==> src/rtl/mc_alu_unit.sv <==
// mc_alu_unit: multicycle ALU execution unit with a start/done handshake.
//
// Single-cycle ops (ADD, LT, LE, NE, AND, OR, XOR, EQ, SUB, NAND, NOR, NXOR) finish one cycle
// after start. Shifts (SLL, SRL, SRA) move one bit per cycle. MUL is an iterative shift-add
// that is only built when MC_ALU_MUL_EN is defined. Without it, func F finishes in one cycle
// with result 0 and err 1.
//
// Ports:
//   clk     in   rising-edge clock
//   reset   in   asynchronous, active-high reset
//   start   in   request, sampled only while busy is low
//   func    in   operation code, latched with start
//   a, b    in   signed operands, latched with start (b[SHBITS-1:0] is the shift amount)
//   busy    out  high while a multicycle op is in flight (low in the done cycle)
//   done    out  one-cycle completion pulse
//   result  out  registered result, held until the next completion
//   cmp     out  result[0], for branch decisions
//   err     out  one-cycle pulse with done for an unsupported func
module mc_alu_unit #(
  parameter int unsigned DBITS    = 32,
  parameter int unsigned FUNCBITS = 4,
  parameter int unsigned SHBITS   = $clog2(DBITS)
) (
  input  logic                clk,
  input  logic                reset,
  input  logic                start,
  input  logic [FUNCBITS-1:0] func,
  input  logic [DBITS-1:0]    a,
  input  logic [DBITS-1:0]    b,
  output logic                busy,
  output logic                done,
  output logic [DBITS-1:0]    result,
  output logic                cmp,
  output logic                err
);

  // One extra bit so the counter can hold DBITS for MUL.
  localparam int unsigned CW = SHBITS + 1;

  localparam logic [FUNCBITS-1:0] FnAdd  = FUNCBITS'(0);
  localparam logic [FUNCBITS-1:0] FnLt   = FUNCBITS'(1);
  localparam logic [FUNCBITS-1:0] FnLe   = FUNCBITS'(2);
  localparam logic [FUNCBITS-1:0] FnNe   = FUNCBITS'(3);
  localparam logic [FUNCBITS-1:0] FnAnd  = FUNCBITS'(4);
  localparam logic [FUNCBITS-1:0] FnOr   = FUNCBITS'(5);
  localparam logic [FUNCBITS-1:0] FnXor  = FUNCBITS'(6);
  localparam logic [FUNCBITS-1:0] FnEq   = FUNCBITS'(7);
  localparam logic [FUNCBITS-1:0] FnSub  = FUNCBITS'(8);
  localparam logic [FUNCBITS-1:0] FnSll  = FUNCBITS'(9);
  localparam logic [FUNCBITS-1:0] FnSrl  = FUNCBITS'(10);
  localparam logic [FUNCBITS-1:0] FnSra  = FUNCBITS'(11);
  localparam logic [FUNCBITS-1:0] FnNand = FUNCBITS'(12);
  localparam logic [FUNCBITS-1:0] FnNor  = FUNCBITS'(13);
  localparam logic [FUNCBITS-1:0] FnNxor = FUNCBITS'(14);
  localparam logic [FUNCBITS-1:0] FnMul  = FUNCBITS'(15);

  typedef enum logic [1:0] {StIdle, StShift, StMul} state_e;

  state_e                state_q;
  logic [FUNCBITS-1:0]   op_q;
  logic [DBITS-1:0]      acc_q;
  logic [CW-1:0]         cnt_q;
  logic [DBITS-1:0]      result_q;
  logic                  busy_q;
  logic                  done_q;
  logic                  err_q;

  logic [DBITS-1:0]      alu_out;
  logic                  alu_err;
  logic [DBITS-1:0]      shift_next;
  logic                  is_shift;
  logic [SHBITS-1:0]     sh_amt;

  assign sh_amt   = b[SHBITS-1:0];
  assign is_shift = (func == FnSll) || (func == FnSrl) || (func == FnSra);

  // Results of everything that completes at the accepting edge.
  always_comb begin
    alu_out = '0;
    alu_err = 1'b0;
    case (func)
      FnAdd:  alu_out = a + b;
      FnLt:   alu_out = DBITS'($signed(a) < $signed(b));
      FnLe:   alu_out = DBITS'($signed(a) <= $signed(b));
      FnNe:   alu_out = DBITS'(a != b);
      FnAnd:  alu_out = a & b;
      FnOr:   alu_out = a | b;
      FnXor:  alu_out = a ^ b;
      FnEq:   alu_out = DBITS'(a == b);
      FnSub:  alu_out = a - b;
      // Shift by zero completes immediately with the operand unchanged.
      FnSll, FnSrl, FnSra: alu_out = a;
      FnNand: alu_out = ~(a & b);
      FnNor:  alu_out = ~(a | b);
      FnNxor: alu_out = ~(a ^ b);
      FnMul: begin
`ifndef MC_ALU_MUL_EN
        alu_err = 1'b1;
`endif
      end
      default: alu_err = 1'b1;
    endcase
  end

  // One-bit step of the iterative shifter.
  always_comb begin
    shift_next = acc_q;
    case (op_q)
      FnSll:   shift_next = {acc_q[DBITS-2:0], 1'b0};
      FnSrl:   shift_next = {1'b0, acc_q[DBITS-1:1]};
      default: shift_next = {acc_q[DBITS-1], acc_q[DBITS-1:1]};
    endcase
  end

`ifdef MC_ALU_MUL_EN
  logic [DBITS-1:0] mcand_q;
  logic [DBITS-1:0] mplier_q;
  logic [DBITS-1:0] mul_sum;

  // Partial product: add the shifted multiplicand when the current multiplier bit is set.
  assign mul_sum = acc_q + (mplier_q[0] ? mcand_q : '0);
`endif

  always_ff @(posedge clk or posedge reset) begin
    if (reset) begin
      state_q  <= StIdle;
      op_q     <= '0;
      acc_q    <= '0;
      cnt_q    <= '0;
      result_q <= '0;
      busy_q   <= 1'b0;
      done_q   <= 1'b0;
      err_q    <= 1'b0;
`ifdef MC_ALU_MUL_EN
      mcand_q  <= '0;
      mplier_q <= '0;
`endif
    end else begin
      done_q <= 1'b0;
      err_q  <= 1'b0;
      case (state_q)
        StIdle: begin
          if (start) begin
            op_q <= func;
            if (is_shift && (sh_amt != '0)) begin
              state_q <= StShift;
              acc_q   <= a;
              cnt_q   <= CW'(sh_amt);
              busy_q  <= 1'b1;
`ifdef MC_ALU_MUL_EN
            end else if (func == FnMul) begin
              state_q  <= StMul;
              acc_q    <= '0;
              mcand_q  <= a;
              mplier_q <= b;
              cnt_q    <= CW'(DBITS);
              busy_q   <= 1'b1;
`endif
            end else begin
              result_q <= alu_out;
              done_q   <= 1'b1;
              err_q    <= alu_err;
            end
          end
        end
        StShift: begin
          acc_q <= shift_next;
          cnt_q <= cnt_q - CW'(1);
          if (cnt_q == CW'(1)) begin
            result_q <= shift_next;
            done_q   <= 1'b1;
            busy_q   <= 1'b0;
            state_q  <= StIdle;
          end
        end
`ifdef MC_ALU_MUL_EN
        StMul: begin
          acc_q    <= mul_sum;
          mcand_q  <= {mcand_q[DBITS-2:0], 1'b0};
          mplier_q <= {1'b0, mplier_q[DBITS-1:1]};
          cnt_q    <= cnt_q - CW'(1);
          if (cnt_q == CW'(1)) begin
            result_q <= mul_sum;
            done_q   <= 1'b1;
            busy_q   <= 1'b0;
            state_q  <= StIdle;
          end
        end
`endif
        default: begin
          state_q <= StIdle;
          busy_q  <= 1'b0;
        end
      endcase
    end
  end

  assign busy   = busy_q;
  assign done   = done_q;
  assign err    = err_q;
  assign result = result_q;
  assign cmp    = result_q[0];

endmodule

==> config.mk <==
export PLATFORM = sky130hd
export DESIGN_NAME = mc_alu_unit
export DESIGN_NICKNAME = d
export VERILOG_FILES = /design/src/rtl/mc_alu_unit.sv
export SDC_FILE = /design/constraint.sdc
export NUM_CORES = 1
export LEC_CHECK = 0
export CAP_MARGIN = 20
export CELL_PAD_IN_SITES_DETAIL_PLACEMENT = 1
export CELL_PAD_IN_SITES_GLOBAL_PLACEMENT = 2
export CORE_ASPECT_RATIO = 1.25
export CORE_MARGIN = 2
export CORE_UTILIZATION = 30
export CTS_CLUSTER_DIAMETER = 30
export DETAILED_ROUTE_END_ITERATION = 7
export PLACE_DENSITY = 0.9
export SYNTH_ARGS = -nofsm -noshare
export SYNTH_HDL_FRONTEND = slang
export SYNTH_SLANG_ARGS = --single-unit
export TNS_END_PERCENT = 5
==> constraint.sdc <==
create_clock -name clk -period 2.9 [get_ports clk]
set_input_delay 0.87 -clock clk [delete_from_list [all_inputs] [get_ports clk]]
set_output_delay 0.87 -clock clk [all_outputs]
set_load 0.02 [all_outputs]
# Word-level counts from Yosys, hierarchy flattened
# Index checks and enable logic that the tools add are counted.
[totals] reg_bits=79 input_bits=71 output_inout_bits=36 elab_cells=84
[classes] addsub=3 n_lt_le_gt_ge=2 eq_ne=25 mux=28 bitwise=6 reduce_logical=12
[ops] operator="case mux 32 bit (13 select lines)" n=1
[ops] operator="case mux 32 bit (2 select lines)" n=3
[ops] operator="two-way mux 32 bit" n=5
[ops] operator="NOT 32 bit" n=3
[ops] operator="equality test 4 bit (second input constant)" n=10
[ops] operator="adder 32 bit" n=1
[ops] operator="AND 32 bit" n=1
[ops] operator="equality test 32 bit" n=1
[ops] operator="<= comparator 32 bit" n=1
[ops] operator="< comparator 32 bit" n=1
[ops] operator="!= test 32 bit" n=1
[ops] operator="bitwise OR 32 bit" n=1
[ops] operator="subtractor 32 bit" n=1
[ops] operator="XOR 32 bit" n=1
[ops] operator="equality test 4 x 3 -> 1 bit (second input constant)" n=4
[ops] operator="two-way mux 6 bit" n=2
[ops] operator="case mux 6 bit (2 select lines)" n=1
[ops] operator="two-way mux 1 bit" n=10
[ops] operator="equality test 4 x 2 -> 1 bit (second input constant)" n=2
[ops] operator="!= test 2 bit (second input constant)" n=4
[ops] operator="equality test 6 x 1 -> 1 bit (second input constant)" n=1
[ops] operator="two-way mux 2 bit" n=3
[ops] operator="AND reduction 3 bit" n=2
[ops] operator="subtractor 6 x 1 -> 6 bit (second input constant)" n=1
[ops] operator="13 further kinds" n=15

# Depth between registers and ports, before layout
# Gate-level depths: netlist of run 1.
[logic_depth] depth_word=7 ltp_mapped=13 ltp_nobuf=13

# Least setup slack after synthesis of run 1
# OpenSTA, ideal clock, no wires.
[synth_timing] path_kind="input-to-reg" start="input port a[0]" end="register result_q[22], in the netlist result[22]" setup_ns=0.120 arrival_time_ns=3.228 required_time_ns=2.780 slack_ns=-0.448 path_stages=13 n_path_buf=0 cell_sequence="inv_1 -> ha_1 -> inv_1 -> fa_1 -> nor2b_1 -> o211ai_1 -> nand2_1 -> a2111oi_0 -> nor2_1 -> a21oi_1 -> o221a_2 -> o21ai_1 -> a31o_2"
[synth_between] elab_chain_cells=5 elab_cells_between_ends=6 classes_between="add/sub: 2; mux: 4"
[synth_rtl] item="from (decl)" line_no="28" source="input logic [DBITS-1:0] a,"
[synth_rtl] item="subtractor 32 bit or adder 32 bit (tied branches)" line_no="90, 82"
[synth_rtl] item="case mux 32 bit (13 select lines) (*)" line_no="81" source="case (func)"
[synth_rtl] item="two-way mux 32 bit (*)" line_no="145" source="if (is_shift && (sh_amt != '0)) begin"
[synth_rtl] item="two-way mux 32 bit (*)" line_no="143" source="if (start) begin"
[synth_rtl] item="case mux 32 bit (2 select lines) (*)" line_no="141" source="case (state_q)"
[synth_rtl] item="to (signal assigned)" line_no="160" source="result_q <= alu_out;"
[synth_rtl] item="to (signal assigned)" line_no="170" source="result_q <= shift_next;"
[synth_rtl] item="to (decl)" line_no="63" source="logic [DBITS-1:0] result_q;"
# Every way passes the cells marked *; elsewhere a longest branch is shown, timed or not. The select of a mux whose other input is x is not followed.
# A chain may end at the register's enable or synchronous reset.

# Worst setup path after layout of run 1
[layout_timing] start="input port b[7]" end="register result_q[9], in the netlist result[9]"
[layout_between] elab_chain_cells=5 elab_cells_between_ends=6 classes_between="add/sub: 2; mux: 4"
[layout_rtl] item="from (decl)" line_no="29" source="input logic [DBITS-1:0] b,"
[layout_rtl] item="subtractor 32 bit or adder 32 bit (tied branches)" line_no="90, 82"
[layout_rtl] item="case mux 32 bit (13 select lines) (*)" line_no="81"
[layout_rtl] item="two-way mux 32 bit (*)" line_no="145"
[layout_rtl] item="two-way mux 32 bit (*)" line_no="143"
[layout_rtl] item="case mux 32 bit (2 select lines) (*)" line_no="141"
# Marks and branches as above.

==> metrics.log, run 1 <==
[metrics] Placement Setup Slack: -1.42 ns
[metrics] area share of the largest cell type after synthesis: 0.194
[metrics] Main synth FF type: sky130_fd_sc_hd__dfrtp_1
[metrics] global-route congestion overflow total: 0
[metrics] worst path arrival time: around 4.2 ns
[metrics] largest net degree at the start of global routing: 78
[metrics] Clock Skew: approximately 0.011 ns
[metrics] cell types with the largest area share after synthesis: sky130_fd_sc_hd__dfrtp_1 19%, sky130_fd_sc_hd__ha_1 12%, sky130_fd_sc_hd__nand2_1 8.4%
[metrics] total wirelength of the detailed-routed design: between 70 and 80 mm
[metrics] weighted congestion reported at the end of routability-driven placement: just over 1
[metrics] cell with the largest stage delay on the worst path: sky130_fd_sc_hd__nor3_1
[metrics] detail-routed net length per standard cell: roughly 32 um
[metrics] Tightest Hold Check Type: reg2reg
[metrics] final hold viol count: 0
[metrics] CTS Sinks: 77
[metrics] EDFF count, synth: 0
[metrics] worst hold path stage count: 2
[metrics] switching portion of total power: 0.504
[metrics] RSZ-0062 raised after global routing: yes
[metrics] first-pass iteration count of the detailed router: 8
[metrics] Worst R2R Start: cnt_q[2]
[metrics] synthesized area per cell: ~7.0 um2
[metrics] Seq. cell area: about 1900 um2
[metrics] Synth Instances: roughly 1,400
[metrics] dpl cell area: 14,700 um2
[metrics] share of the yosys chip area belonging to registers: 0.194
[metrics] drc violations: 1
[metrics] number of buffers inserted for hold repair after clock tree synthesis: 0
[metrics] Top Ports: 107
[metrics] number of cells on the worst reg-to-reg path: 9
[metrics] critical path endpoint category: register
[metrics] area of the placeable core: ~33,000 um2
[metrics] worst setup path category: in2reg
[metrics] slew of the pin with the lowest slew margin: about 1.2 ns
[metrics] required time of the critical path: around 3.2 ns
[metrics] CTS clk-pin slew, worst paths: around 0.070 ns
[metrics] violations in the final reports: DRC, setup timing
[metrics] capturing point of the worst reg2reg path: result[23]
[metrics] setup slack on the worst flop-to-flop path: approximately 0.2 ns
[metrics] Achievable Freq: ~0.25 GHz
[metrics] Detailed Place HPWL: 41.1 mm
[metrics] worst hold path startpoint: result[13]
[metrics] Synthesis Warnings: 0
[metrics] via count of the first global-routing pass: between 15,000 and 20,000
[metrics] Longest Clk Path Bufs: 2
[metrics] multi-input combinational cell area: about 8800 um2
[metrics] post-synthesis net count: roughly 1,600
[metrics] PortBufs: 106
[metrics] Net count, final: ~2,100
[metrics] commonest cells in the netlist: 224 x sky130_fd_sc_hd__nand2_1, 138 x sky130_fd_sc_hd__a21oi_1, 113 x sky130_fd_sc_hd__inv_1
[metrics] Vias/cell: 6.75
[metrics] Post-Route Utilization: 0.521
[metrics] terminating pin of the worst hold path: result[13]
[metrics] Finished Cell Area: 17,000 um2
[metrics] area of the die: around 35,000 um2
[metrics] net load switching power: 4.88 mW
[metrics] Filler Cell Count: approximately 3,900
[metrics] P_int: 4.80 mW
[metrics] power density over the cells: ~570 nW/um2
[metrics] total number of vias: approximately 16,000
[metrics] cell at the root of the clock tree: sky130_fd_sc_hd__clkbuf_16
[metrics] number of rows in the core area: 74
[metrics] Netlist cell types: 89
[metrics] post-synthesis async set-or-reset flop share: 1.00
[metrics] largest fanout of any net on the critical path: 3
[metrics] cell repeated most along the worst path: sky130_fd_sc_hd__buf_4
[metrics] number of antenna violations at the first check in global routing: 7
[metrics] worst hold margin: between 0.4 and 0.5 ns
[metrics] cell with the most instances after synthesis: sky130_fd_sc_hd__nand2_1
[metrics] Slew Viols, Final: 0
[metrics] share of power burned in combinational logic: 0.641
[metrics] fraction of power consumed by sequential logic: 0.221
[metrics] clock tree from TritonCTS: done
[metrics] run status: complete, but fails checks
[metrics] worst slew slack as a fraction of its limit: 0.224
[metrics] maximum level of the CTS H-tree: 3
[metrics] share of cells above drive strength 1: 0.433
[metrics] TritonCTS Buffers: 9
[metrics] total leakage power: 7.66 nW
[metrics] number of setup violations in the final report: 32
[metrics] relative area change from synthesis to final layout: 71.0%
[metrics] first-pass GRT wire length: approximately 96 mm
[metrics] maxcap violations: 0
[metrics] antenna viol nets, final: 0
[metrics] cell type contributing the most total cell area after synthesis: sky130_fd_sc_hd__dfrtp_1
[metrics] die height: around 210 um
[metrics] share of the clock period used by the worst path: 1.36
[metrics] Total Routing Usage GR: 0.354
[metrics] maximum cell stage delay along the critical path: between 0.7 and 0.8 ns
[metrics] clock latency on the worst-skew pair: around 0.38 ns
[metrics] horizontal die dimension: about 170 um
[metrics] first-iteration detailed-routing DRC count: roughly 2,200
[metrics] worst supply voltage drop on vdd: between 300 and 400 uV
[metrics] clock period minus worst slack: 3.93 ns
[metrics] total of flip-flops plus latches after synthesis: 77
[metrics] PnR worst setup slack: -1.03 ns
[metrics] cells along the critical path: clkdlybuf4s15_2, inv_2, buf_4, buf_4, ha_2, a21oi_2, nand2_1, buf_4, nor3_1, a2111oi_0, a31oi_1, o21ai_0, a21oi_1
[metrics] Cell Area, Synth: around 10000 um2
[metrics] portion of total power attributed to the clock network: 0.138
[metrics] kind of start point of the critical path: primary input
[metrics] starting utilization of the core area: 0.304
## critical path, delay by kind of cell
| family | cells | cell delay, ns |
|---|---|---|
| and+or+nand+nor | 2 | 0.86 |
| AOI/OAI and AO/OA | 5 | 1.51 |
| buffers and inverters | 5 | 0.72 |
| adders and majority gates | 1 | 0.26 |
## what timing repair did
action / CTS / global route
cloned: 0 / 0
hold endpoints to repair: 0 / 0
buffers inserted: 30 / 27
endpoints found under the setup margin: 31 / 32
gates resized for setup: 318 / 175
pin swaps: 95 / 71
## placed cells by master (no fill, tap or decap), types with 35 or more instances in the layout
| cell | synthesis | routed |
|---|---|---|
| sky130_fd_sc_hd__nor2_1 | 111 | 89 |
| sky130_fd_sc_hd__a21oi_1 | 138 | 100 |
| sky130_fd_sc_hd__xnor2_1 | 35 | 35 |
| sky130_fd_sc_hd__nand2_1 | 224 | 215 |
| sky130_fd_sc_hd__inv_2 | 2 | 57 |
| sky130_fd_sc_hd__buf_4 | 3 | 470 |
| sky130_fd_sc_hd__clkdlybuf4s50_1 | 0 | 51 |
| sky130_fd_sc_hd__o21ai_0 | 109 | 84 |
| sky130_fd_sc_hd__dfrtp_1 | 77 | 76 |
| sky130_fd_sc_hd__ha_1 | 98 | 55 |
| sky130_fd_sc_hd__inv_1 | 113 | 52 |
## worst max path at each step
stage,start,to,slack [ns]
floorplan,a[0],result[28],-0.32
global placement,a[10],result[25],-1.28
detailed placement,a[4],result[21],-1.42
CTS,a[0],result[30],-0.39
global route,b[7],result[9],-0.92
finish,b[7],result[9],-1.03
## area by class of cell
type,count,share of cell area
Timing Repair Buffer,607,0.293
Sequential cell,77,0.113
Clock buffer,11,0.0143
Tap cell,418,0.0307
Multi-Input combinational cell,1128,0.516
Clock inverter,5,0.00493
Antenna cell,3,0.000441
Inverter,117,0.0274
## sequential cells by signal, summed over array words and instances (netlist names)
signal / flops
acc_q: 32
busy: 1
cnt_q: 6
done: 1
err: 1
op_q: 4
result: 32
## layer usage
layer / part of all wire / GRT usage / vias up
li1: - / - / 6083
met1: 0.34 / 0.391 / 7539
met2: 0.43 / 0.571 / 1619
met3: 0.12 / 0.0911 / 717
met4: 0.11 / 0.287 / 4
met5: 0.00036 / 0 / -
## cells by family (layout without fill, tap and decap cells)
family | after synthesis | in the layout | synth area share
adders and majority gates | 100 | 100 | 0.127
xor gates and xnor gates | 50 | 50 | 0.0440
and+or+nand+nor | 469 | 469 | 0.209
other | 0 | 3 | 0
buffers and inverters | 209 | 740 | 0.0820
DFF | 77 | 77 | 0.194
muxes | 22 | 22 | 0.0228
AOI/OAI and AO/OA | 487 | 487 | 0.321
## power by group through the flow
| stage | clock, mW | sequential (mW) | combinational (mW) |
|---|---|---|---|
| after detailed placement | 0 | 2.07 | 4.88 |
| after floorplan | 0 | 2.15 | 2.37 |
| after CTS | 1.31 | 2.06 | 5.22 |
| after global placement | 0 | 2.05 | 4.67 |
| after global routing | 1.36 | 2.17 | 6.40 |
| final | 1.34 | 2.14 | 6.21 |
## stage by stage
step / std cells / setup TNS, ns / power [mW]
2_1_floorplan: 1414 / -3.73 / 4.53
3_3_place_gp: 2291 / -33.72 / 6.72
3_5_place_dp: 2291 / -37.20 / 6.95
4_1_cts: 2337 / -6.75 / 8.59
5_1_grt: 2363 / -16.91 / 9.94
6_report: 2366 / -17.20 / 9.68
Note: power is estimated with default switching activity, not from simulation.
==> run 2: changes to the inputs <==
==> config.mk (replaced) <==
export PLATFORM = sky130hd
export DESIGN_NAME = mc_alu_unit
export DESIGN_NICKNAME = d
export VERILOG_FILES = /design/src/rtl/mc_alu_unit.sv
export SDC_FILE = /design/constraint.sdc
export NUM_CORES = 1
export LEC_CHECK = 0
export CAP_MARGIN = 20
export CORE_ASPECT_RATIO = 1.25
export CORE_MARGIN = 2
export CORE_UTILIZATION = 53
export CTS_CLUSTER_DIAMETER = 30
export DETAILED_ROUTE_END_ITERATION = 7
export PLACE_DENSITY = 0.91
export SYNTH_ARGS = -nofsm -noshare
export SYNTH_HDL_FRONTEND = slang
export SYNTH_SLANG_ARGS = --single-unit
export TNS_END_PERCENT = 5
==> run 2 against run 1 <==
  * The flow now stops in 5_1_grt
  * Area after synthesis is the same
  * Synthesized cell count stayed put
==> metrics.log, run 2 <==
[metrics] run status: aborted with a tool error
[metrics] halt point of the flow: 5_1_grt
[metrics] first error in the log: [ERROR GRT-0116] Global routing finished with congestion. Check the congestion regions in the DRC Viewer.
[metrics] TritonCTS Buffers: 9 (unchanged)
[metrics] EDFF count, synth: 0 (unchanged)
[metrics] Main synth FF type: sky130_fd_sc_hd__dfrtp_1
[metrics] Synth Instances: 1,414 (unchanged)
[metrics] total of flip-flops plus latches after synthesis: 77 (unchanged)
[metrics] horizontal die dimension: 127 um (-24%)
[metrics] commonest cells in the netlist: 224 x sky130_fd_sc_hd__nand2_1, 138 x sky130_fd_sc_hd__a21oi_1, 113 x sky130_fd_sc_hd__inv_1
[metrics] global-route congestion overflow total: 26
[metrics] PortBufs: 106 (unchanged)
[metrics] maximum level of the CTS H-tree: 3 (unchanged)
[metrics] Longest Clk Path Bufs: 2 (unchanged)
[metrics] largest net degree at the start of global routing: slightly below 80
[metrics] die height: 157 um (-24%)
[metrics] cell type contributing the most total cell area after synthesis: sky130_fd_sc_hd__dfrtp_1
[metrics] starting utilization of the core area: 0.536 (+0.231)
[metrics] Top Ports: 107 (unchanged)
[metrics] cell types with the largest area share after synthesis: sky130_fd_sc_hd__dfrtp_1 19%, sky130_fd_sc_hd__ha_1 12%, sky130_fd_sc_hd__nand2_1 8.4%
[metrics] Total Routing Usage GR: 0.797
[metrics] number of rows in the core area: 56 (-24%)
[metrics] weighted congestion reported at the end of routability-driven placement: 1.10 (+8.0%)
[metrics] via count of the first global-routing pass: between 15,000 and 20,000
[metrics] Netlist cell types: 89 (unchanged)
[metrics] CTS Sinks: 77 (unchanged)
[metrics] synthesized area per cell: 7.04 um2 (unchanged)
[metrics] Synthesis Warnings: 0 (unchanged)
[metrics] share of the yosys chip area belonging to registers: 0.194 (unchanged)
[metrics] Placement Setup Slack: -1.39 ns (+0.0285 ns)
[metrics] number of placed instances, taps included: 2,062 (-10%)
[metrics] cell with the most instances after synthesis: sky130_fd_sc_hd__nand2_1
[metrics] area share of the largest cell type after synthesis: 0.194 (unchanged)
[metrics] post-synthesis async set-or-reset flop share: 1.00 (unchanged)
[metrics] Detailed Place HPWL: 35.9 mm (-13%)
[metrics] Cell Area, Synth: 9950 um2 (unchanged)
[metrics] post-synthesis net count: 1,585 (unchanged)
[metrics] first-pass GRT wire length: 121 mm
[metrics] cell at the root of the clock tree: sky130_fd_sc_hd__clkbuf_16
run 2: kinds of logic after synthesis:
kind of cell,share of synthesized area
flops,0.194
simple gates,0.209
mux,0.0228
fa+ha+maj,0.127
buf+inv,0.0820
compound gates,0.321
xor+xnor,0.0440
run 2: metal layers:
| layer | GRT overflow | GRT usage |
|---|---|---|
| met5 | 0 | 0.448 |
| met4 | 11 | 0.792 |
| met3 | 0 | 0.694 |
| met2 | 14 | 0.921 |
| met1 | 1 | 0.787 |
run 2: per-stage QoR:
step                      area [um2]  utilization
after floorplan                10000            -
after global placement         14200        0.763
after detailed placement       14200        0.763
after CTS                      15700        0.847
run 2: repair_timing:
item	CTS
pin swaps	95
resized for setup	290
setup endpoints to repair	31
buffers inserted	48
hold buffers	0
==> run 3: changes to the inputs <==
--- a/config.mk
+++ b/config.mk
@@ -6,12 +6,10 @@
 export NUM_CORES = 1
 export LEC_CHECK = 0
 export CAP_MARGIN = 20
-export CORE_ASPECT_RATIO = 1.25
 export CORE_MARGIN = 2
-export CORE_UTILIZATION = 53
-export CTS_CLUSTER_DIAMETER = 30
+export CORE_UTILIZATION = 38
 export DETAILED_ROUTE_END_ITERATION = 7
-export PLACE_DENSITY = 0.91
+export PLACE_DENSITY_LB_ADDON = 0.15
 export SYNTH_ARGS = -nofsm -noshare
 export SYNTH_HDL_FRONTEND = slang
 export SYNTH_SLANG_ARGS = --single-unit
==> constraint.sdc (replaced) <==
create_clock -name clk -period 3.75 [get_ports clk]
set_input_delay 1.125 -clock clk [delete_from_list [all_inputs] [get_ports clk]]
set_output_delay 1.125 -clock clk [all_outputs]
set_load 0.02 [all_outputs]
==> run 3 against run 2 <==
  * The run now ends clean
==> metrics.log, run 3 (synthesized netlist as in run 1, its figures left out) <==
[metrics] Total Routing Usage GR: 0.326
[metrics] total leakage power: a little under 7 nW
[metrics] maxcap violations: 0
[metrics] first-iteration detailed-routing DRC count: between 1,000 and 1,500
[metrics] total number of vias: between 10,000 and 15,000
[metrics] drc violations: 0
[metrics] worst supply voltage drop on vdd: slightly above 600 uV
[metrics] Crit path max-delay family: compound AO/OA/AOI/OAI gates
[metrics] area of the die: roughly 27,000 um2
[metrics] first-pass GRT wire length: 70.4 mm
[metrics] Longest Clk Path Bufs: 2 (unchanged)
[metrics] run status: complete, no violations
[metrics] Top Ports: 107 (unchanged)
[metrics] number of rows in the core area: 59 (+5.4%)
[metrics] Filler Cell Count: around 2,400
[metrics] cell at the root of the clock tree: sky130_fd_sc_hd__clkbuf_16
[metrics] leading cell types in the layout, fill and taps excluded: 350 x sky130_fd_sc_hd__buf_4, 221 x sky130_fd_sc_hd__nand2_1, 119 x sky130_fd_sc_hd__a21oi_1
[metrics] worst path arrival time: a little under 4 ns
[metrics] multi-input combinational cell area: a little over 8000 um2
[metrics] kind of start point of the critical path: primary input
[metrics] Antenna Diode Count: 0
[metrics] global-route congestion overflow total: 0
[metrics] Slew Viols, Final: 0
[metrics] Finished Layout Cells: 2,151
[metrics] clock tree from TritonCTS: done
[metrics] area of the placeable core: around 26,000 um2
[metrics] critical path endpoint category: register
[metrics] final hold viol count: 0
[metrics] slew of the pin with the lowest slew margin: ~0.83 ns
[metrics] number of placed instances, taps included: 2,115 (+2.6%)
[metrics] maximum level of the CTS H-tree: 3 (unchanged)
[metrics] share of cells above drive strength 1: 0.307
[metrics] clock period minus worst slack: approximately 3.7 ns
[metrics] maximum cell stage delay along the critical path: ~0.50 ns
[metrics] Clock Skew: 0.0125 ns
[metrics] RSZ-0062 raised after global routing: yes
[metrics] number of setup violations in the final report: 0
[metrics] Tightest Hold Check Type: reg2reg
[metrics] worst slew slack as a fraction of its limit: 0.444
[metrics] Net count, final: a little under 2,000
[metrics] CTS Sinks: 77 (unchanged)
[metrics] most common cell after layout, fill and taps aside: sky130_fd_sc_hd__buf_4
[metrics] Placement Setup Slack: -0.752 ns (+0.642 ns)
[metrics] Achievable Freq: 0.267 GHz
[metrics] Detailed Place HPWL: 35.3 mm (-1.7%)
[metrics] buffer and inverter count on the worst path: 4
[metrics] PortBufs: 106 (unchanged)
[metrics] Finished Cell Area: roughly 15,000 um2
[metrics] antenna viol nets, final: 0
[metrics] largest net degree at the start of global routing: 76
[metrics] starting utilization of the core area: 0.384 (-0.152)
[metrics] weighted congestion reported at the end of routability-driven placement: 0.965 (-12%)
[metrics] share of the clock period used by the worst path: 0.999
[metrics] clock latency on the worst-skew pair: ~0.35 ns
[metrics] number of buffers inserted for hold repair after clock tree synthesis: 0 (unchanged)
[metrics] first-pass iteration count of the detailed router: 6
[metrics] horizontal die dimension: 166 um (+31%)
[metrics] cell with the largest stage delay on the worst path: sky130_fd_sc_hd__clkdlybuf4s50_1
[metrics] largest fanout of any net on the critical path: 4
[metrics] dpl cell area: 13,900 um2 (-2.2%)
[metrics] Vias/cell: 5.77
[metrics] die height: 166 um (+5.5%)
[metrics] required time of the critical path: 3.98 ns
[metrics] cells along the critical path: clkdlybuf4s50_1, buf_4, ha_4, nor2b_4, o21bai_2, a211oi_2, buf_4, nor3_2, buf_4, o31a_1, a211o_1, a2bb2oi_1, a311oi_1, o21ai_1
[metrics] power density over the cells: between 400 and 500 nW/um2
[metrics] worst setup path category: in2reg
[metrics] Post-Route Utilization: 0.587
[metrics] detail-routed net length per standard cell: around 22 um
[metrics] number of antenna violations at the first check in global routing: 0
[metrics] Seq. cell area: between 1500 and 2000 um2
[metrics] TritonCTS Buffers: 9 (unchanged)
[metrics] PnR worst setup slack: around 0.0030 ns
[metrics] via count of the first global-routing pass: approximately 12,000
[metrics] relative area change from synthesis to final layout: 52.9%
[metrics] CTS clk-pin slew, worst paths: 0.07 ns
[metrics] total wirelength of the detailed-routed design: between 40 and 50 mm
[metrics] cell repeated most along the worst path: sky130_fd_sc_hd__buf_4
-- run 3: final cells by class --
class,instances,area share
Multi-Input combinational cell,1128,0.531
Timing Repair Buffer,478,0.264
Sequential cell,77,0.127
Inverter,117,0.0294
Tap cell,335,0.0275
Clock buffer,10,0.0150
Clock inverter,6,0.00567
-- run 3: per-stage QoR --
stage / hold WS [ns] / TNS [ns] / total power, mW
floorplan: 0.449 / 0 / 3.49
global placement: 0.471 / -14.62 / 5.12
detailed placement: 0.479 / -14.96 / 5.16
global route: 0.527 / -0.316 / 6.79
CTS: 0.496 / -0.0103 / 6.23
finish: 0.495 / 0 / 6.40
-- run 3: routing by layer --
layer / part of all wire / up-vias / GRT usage
met5: 0 / - / 0
li1: - / 5835 / -
met3: 0.091 / 72 / 0.0598
met2: 0.43 / 593 / 0.498
met4: 0.022 / 0 / 0.0870
met1: 0.45 / 5919 / 0.472
-- run 3: worst min-delay path: stages, from the launching register on --
cell                      delay [ns]
sky130_fd_sc_hd__dfrtp_1        0.35
sky130_fd_sc_hd__nand2_1        0.05
sky130_fd_sc_hd__o21ai_0        0.06
-- run 3: repair_timing --
| item | in CTS | in global routing |
|---|---|---|
| pin swaps | 41 | 46 |
| gates resized for setup | 116 | 104 |
| setup endpoints to repair | 24 | 22 |
| gates cloned | 0 | 0 |
| setup buffers | 9 | 12 |
-- run 3: report_power, final --
part / total [mW] / switching [mW] / internal (mW)
combinational: 3.85 / 2.18 / 1.67
sequential: 1.58 / 0.342 / 1.24
clock: 0.973 / 0.388 / 0.584
total: 6.40 / 2.91 / 3.49
-- run 3: path summary, 6_finish.rpt --
| kind | endpoint | slack (ns) | startpoint | cells after the start |
|---|---|---|---|---|
| setup / recovery | result[12] | 0.003 | a[5] | 14 |
| hold / removal | result[6] | 0.49 | result[6] | 2 |
| setup reg to reg | result[29] | 1.28 | op_q[1] | 9 |
| hold reg to reg | result[6] | 0.49 | result[6] | 2 |
| max in group asynchronous | busy | 1.93 | reset | 3 |
| min in group asynchronous | done | 1.14 | reset | 2 |
==> run 4: changes to the inputs <==
--- a/config.mk
+++ b/config.mk
@@ -6,7 +6,6 @@
 export NUM_CORES = 1
 export LEC_CHECK = 0
 export CAP_MARGIN = 20
-export CORE_MARGIN = 2
 export CORE_UTILIZATION = 38
 export DETAILED_ROUTE_END_ITERATION = 7
 export PLACE_DENSITY_LB_ADDON = 0.15
==> run 4 against run 3 <==
  * Via count decreased by 0.79%
  * Die area fell by 2.4%
  * Global-route usage grew 0.71 points
  * Worst hold slack worse by 0.015 ns
  * Largest cell class unchanged
  * Flip-flop and latch count unchanged
  * Core utilization grew 0.91 points
  * Combinational power is essentially flat
  * Power decreased by 0.59%
  * Wire length down 3.7%
  * Sequential power about the same
  * Highest routed layer unchanged
==> metrics.log, run 4 (synthesized netlist as in run 1, its figures left out) <==
[metrics] cells along the critical path: clkdlybuf4s50_1, inv_1, ha_4, buf_4, o21ai_0, nand2b_1, a41oi_2, o21ai_4, buf_4, nand2_1, o21ai_0, o221a_2, o21ai_1, a31o_2
[metrics] die height: 164 um (-1.2%)
[metrics] Clock Skew: 0.00618 ns (-0.00637 ns)
[metrics] number of antenna violations at the first check in global routing: 0 (unchanged)
[metrics] Total Routing Usage GR: 0.333 (+0.00707)
[metrics] area of the die: 26,800 um2 (-2.4%)
[metrics] number of rows in the core area: 58 (-1.7%)
[metrics] total leakage power: 6.99 nW (+1.3%)
[metrics] Tightest Hold Check Type: reg2reg
[metrics] maxcap violations: 0 (unchanged)
[metrics] Post-Route Utilization: 0.596 (+0.00908)
[metrics] detail-routed net length per standard cell: 20.9 um (-3.2%)
[metrics] CTS Sinks: 77 (unchanged)
[metrics] first-pass iteration count of the detailed router: 5 (-1)
[metrics] worst supply voltage drop on vdd: 418 uV (-32%)
[metrics] Net count, final: 1,976 (-0.30%)
[metrics] TritonCTS Buffers: 9 (unchanged)
[metrics] most common cell after layout, fill and taps aside: sky130_fd_sc_hd__buf_4
[metrics] global-route congestion overflow total: 0 (unchanged)
[metrics] largest net degree at the start of global routing: 49 (-36%)
[metrics] Seq. cell area: 1930 um2 (unchanged)
[metrics] drc violations: 0 (unchanged)
[metrics] Achievable Freq: 0.270 GHz (+1.3%)
[metrics] maximum cell stage delay along the critical path: 0.50 ns (about the same)
[metrics] Filler Cell Count: 2,448 (+0.33%)
[metrics] Top Ports: 107 (unchanged)
[metrics] first-pass GRT wire length: 67.4 mm (-4.3%)
[metrics] CTS clk-pin slew, worst paths: 0.06 ns (about the same)
[metrics] Detailed Place HPWL: 34.7 mm (-1.5%)
[metrics] antenna viol nets, final: 0 (unchanged)
[metrics] RSZ-0062 raised after global routing: yes
[metrics] required time of the critical path: 3.99 ns (about the same)
[metrics] clock tree from TritonCTS: done
[metrics] share of the clock period used by the worst path: 0.986 (-0.0129)
[metrics] final hold viol count: 0 (unchanged)
[metrics] run status: complete, no violations
[metrics] weighted congestion reported at the end of routability-driven placement: 0.975 (+1.0%)
[metrics] share of cells above drive strength 1: 0.308 (+0.000466)
[metrics] slew of the pin with the lowest slew margin: 0.985 ns (+0.150 ns)
[metrics] worst hold margin: 0.479 ns (-0.0153 ns)
[metrics] Vias/cell: 5.76 (-0.28%)
[metrics] number of setup violations in the final report: 0 (unchanged)
[metrics] power density over the cells: 420 nW/um2 (-0.13%)
[metrics] clock latency on the worst-skew pair: 0.35 ns (about the same)
[metrics] via count of the first global-routing pass: 11,400 (-4.8%)
[metrics] horizontal die dimension: 164 um (-1.2%)
[metrics] total number of vias: 12,300 (-0.79%)
[metrics] relative area change from synthesis to final layout: 52.2%
[metrics] kind of start point of the critical path: primary input
[metrics] total wirelength of the detailed-routed design: 44.8 mm (-3.7%)
[metrics] Antenna Diode Count: 0 (unchanged)
[metrics] multi-input combinational cell area: 8020 um2 (-0.87%)
[metrics] Slew Viols, Final: 0 (unchanged)
[metrics] clock period minus worst slack: 3.70 ns (-0.0484 ns)
[metrics] number of buffers inserted for hold repair after clock tree synthesis: 0 (unchanged)
[metrics] starting utilization of the core area: 0.392 (+0.00774)
[metrics] first-iteration detailed-routing DRC count: 1,451 (+0.35%)
[metrics] cell at the root of the clock tree: sky130_fd_sc_hd__clkbuf_16
[metrics] PortBufs: 106 (unchanged)
[metrics] maximum level of the CTS H-tree: 3 (unchanged)
[metrics] leading cell types in the layout, fill and taps excluded: 346 x sky130_fd_sc_hd__buf_4, 222 x sky130_fd_sc_hd__nand2_1, 120 x sky130_fd_sc_hd__a21oi_1
[metrics] worst setup path category: in2reg
[metrics] worst path arrival time: 3.94 ns (-0.04 ns)
[metrics] largest fanout of any net on the critical path: 6 (+2)
[metrics] cell with the largest stage delay on the worst path: sky130_fd_sc_hd__clkdlybuf4s50_1
[metrics] worst slew slack as a fraction of its limit: 0.342 (-0.102)
[metrics] area of the placeable core: 25,400 um2 (-2.0%)
[metrics] critical path endpoint category: register
[metrics] Longest Clk Path Bufs: 2 (unchanged)
==> run 4: worst max-delay path: cells and delay by family <==
family	cells	cell delay [ns]
AO/OA/AOI/OAI	7	1.39
adder cells (fa/ha/maj)	1	0.30
buffers and inverters	4	0.89
AND/OR/NAND/NOR	2	0.22
==> run 4: area by class of cell <==
type,instances,area share
flip-flops and latches,77,0.127
clock inverters,6,0.00570
well taps,330,0.0273
clock buffers,10,0.0151
repair buffers,472,0.266
inverters,117,0.0292
multi-input cells,1128,0.529
==> run 4: report_power, final <==
group,total [mW],switching (mW),internal [mW]
clock,0.970,0.386,0.584
combinational,3.82,2.15,1.67
sequential,1.57,0.337,1.24
total,6.36,2.87,3.49
==> run 4: layer usage <==
| layer | GRT usage | vias to the layer above | wire length [um] |
|---|---|---|---|
| met5 | 0 | - | 0 |
| met4 | 0.0867 | 0 | 1060 |
| met3 | 0.0280 | 77 | 3770 |
| met2 | 0.498 | 561 | 19100 |
| met1 | 0.507 | 5866 | 20900 |
| li1 | - | 5817 | - |
==> run 4: path summary, 6_finish.rpt <==
| path | startpoint | endpoint | slack [ns] | cells past startpoint |
|---|---|---|---|---|
| max | b[7] | result[22] | 0.05 | 14 |
| min | result[14] | result[14] | 0.48 | 2 |
| max reg2reg | op_q[1] | result[29] | 1.26 | 9 |
| min reg2reg | result[14] | result[14] | 0.48 | 2 |
| max in group asynchronous | reset | busy | 1.92 | 3 |
| min in group asynchronous | reset | acc_q[11] | 1.15 | 2 |
==> run 4: timing repair <==
action / 4_1_cts / 5_1_grt
setup buffers: 6 / 6
pin swaps: 23 / 47
gates resized for setup: 84 / 129
setup endpoints to repair: 24 / 22
==> run 4: stage by stage <==
stage	setup TNS (ns)	setup slack, ns	power [mW]	std cells	cell area [um2]
3_3_place_gp	-13.02	-0.671	5.11	2112	13900
2_1_floorplan	0	0.147	3.49	1414	9950
6_report	0	0.0514	6.36	2140	15100
4_1_cts	-0.121	-0.0512	6.21	2134	14600
3_5_place_dp	-15.01	-0.770	5.15	2112	13900
5_1_grt	-0.143	-0.0617	6.76	2140	15100
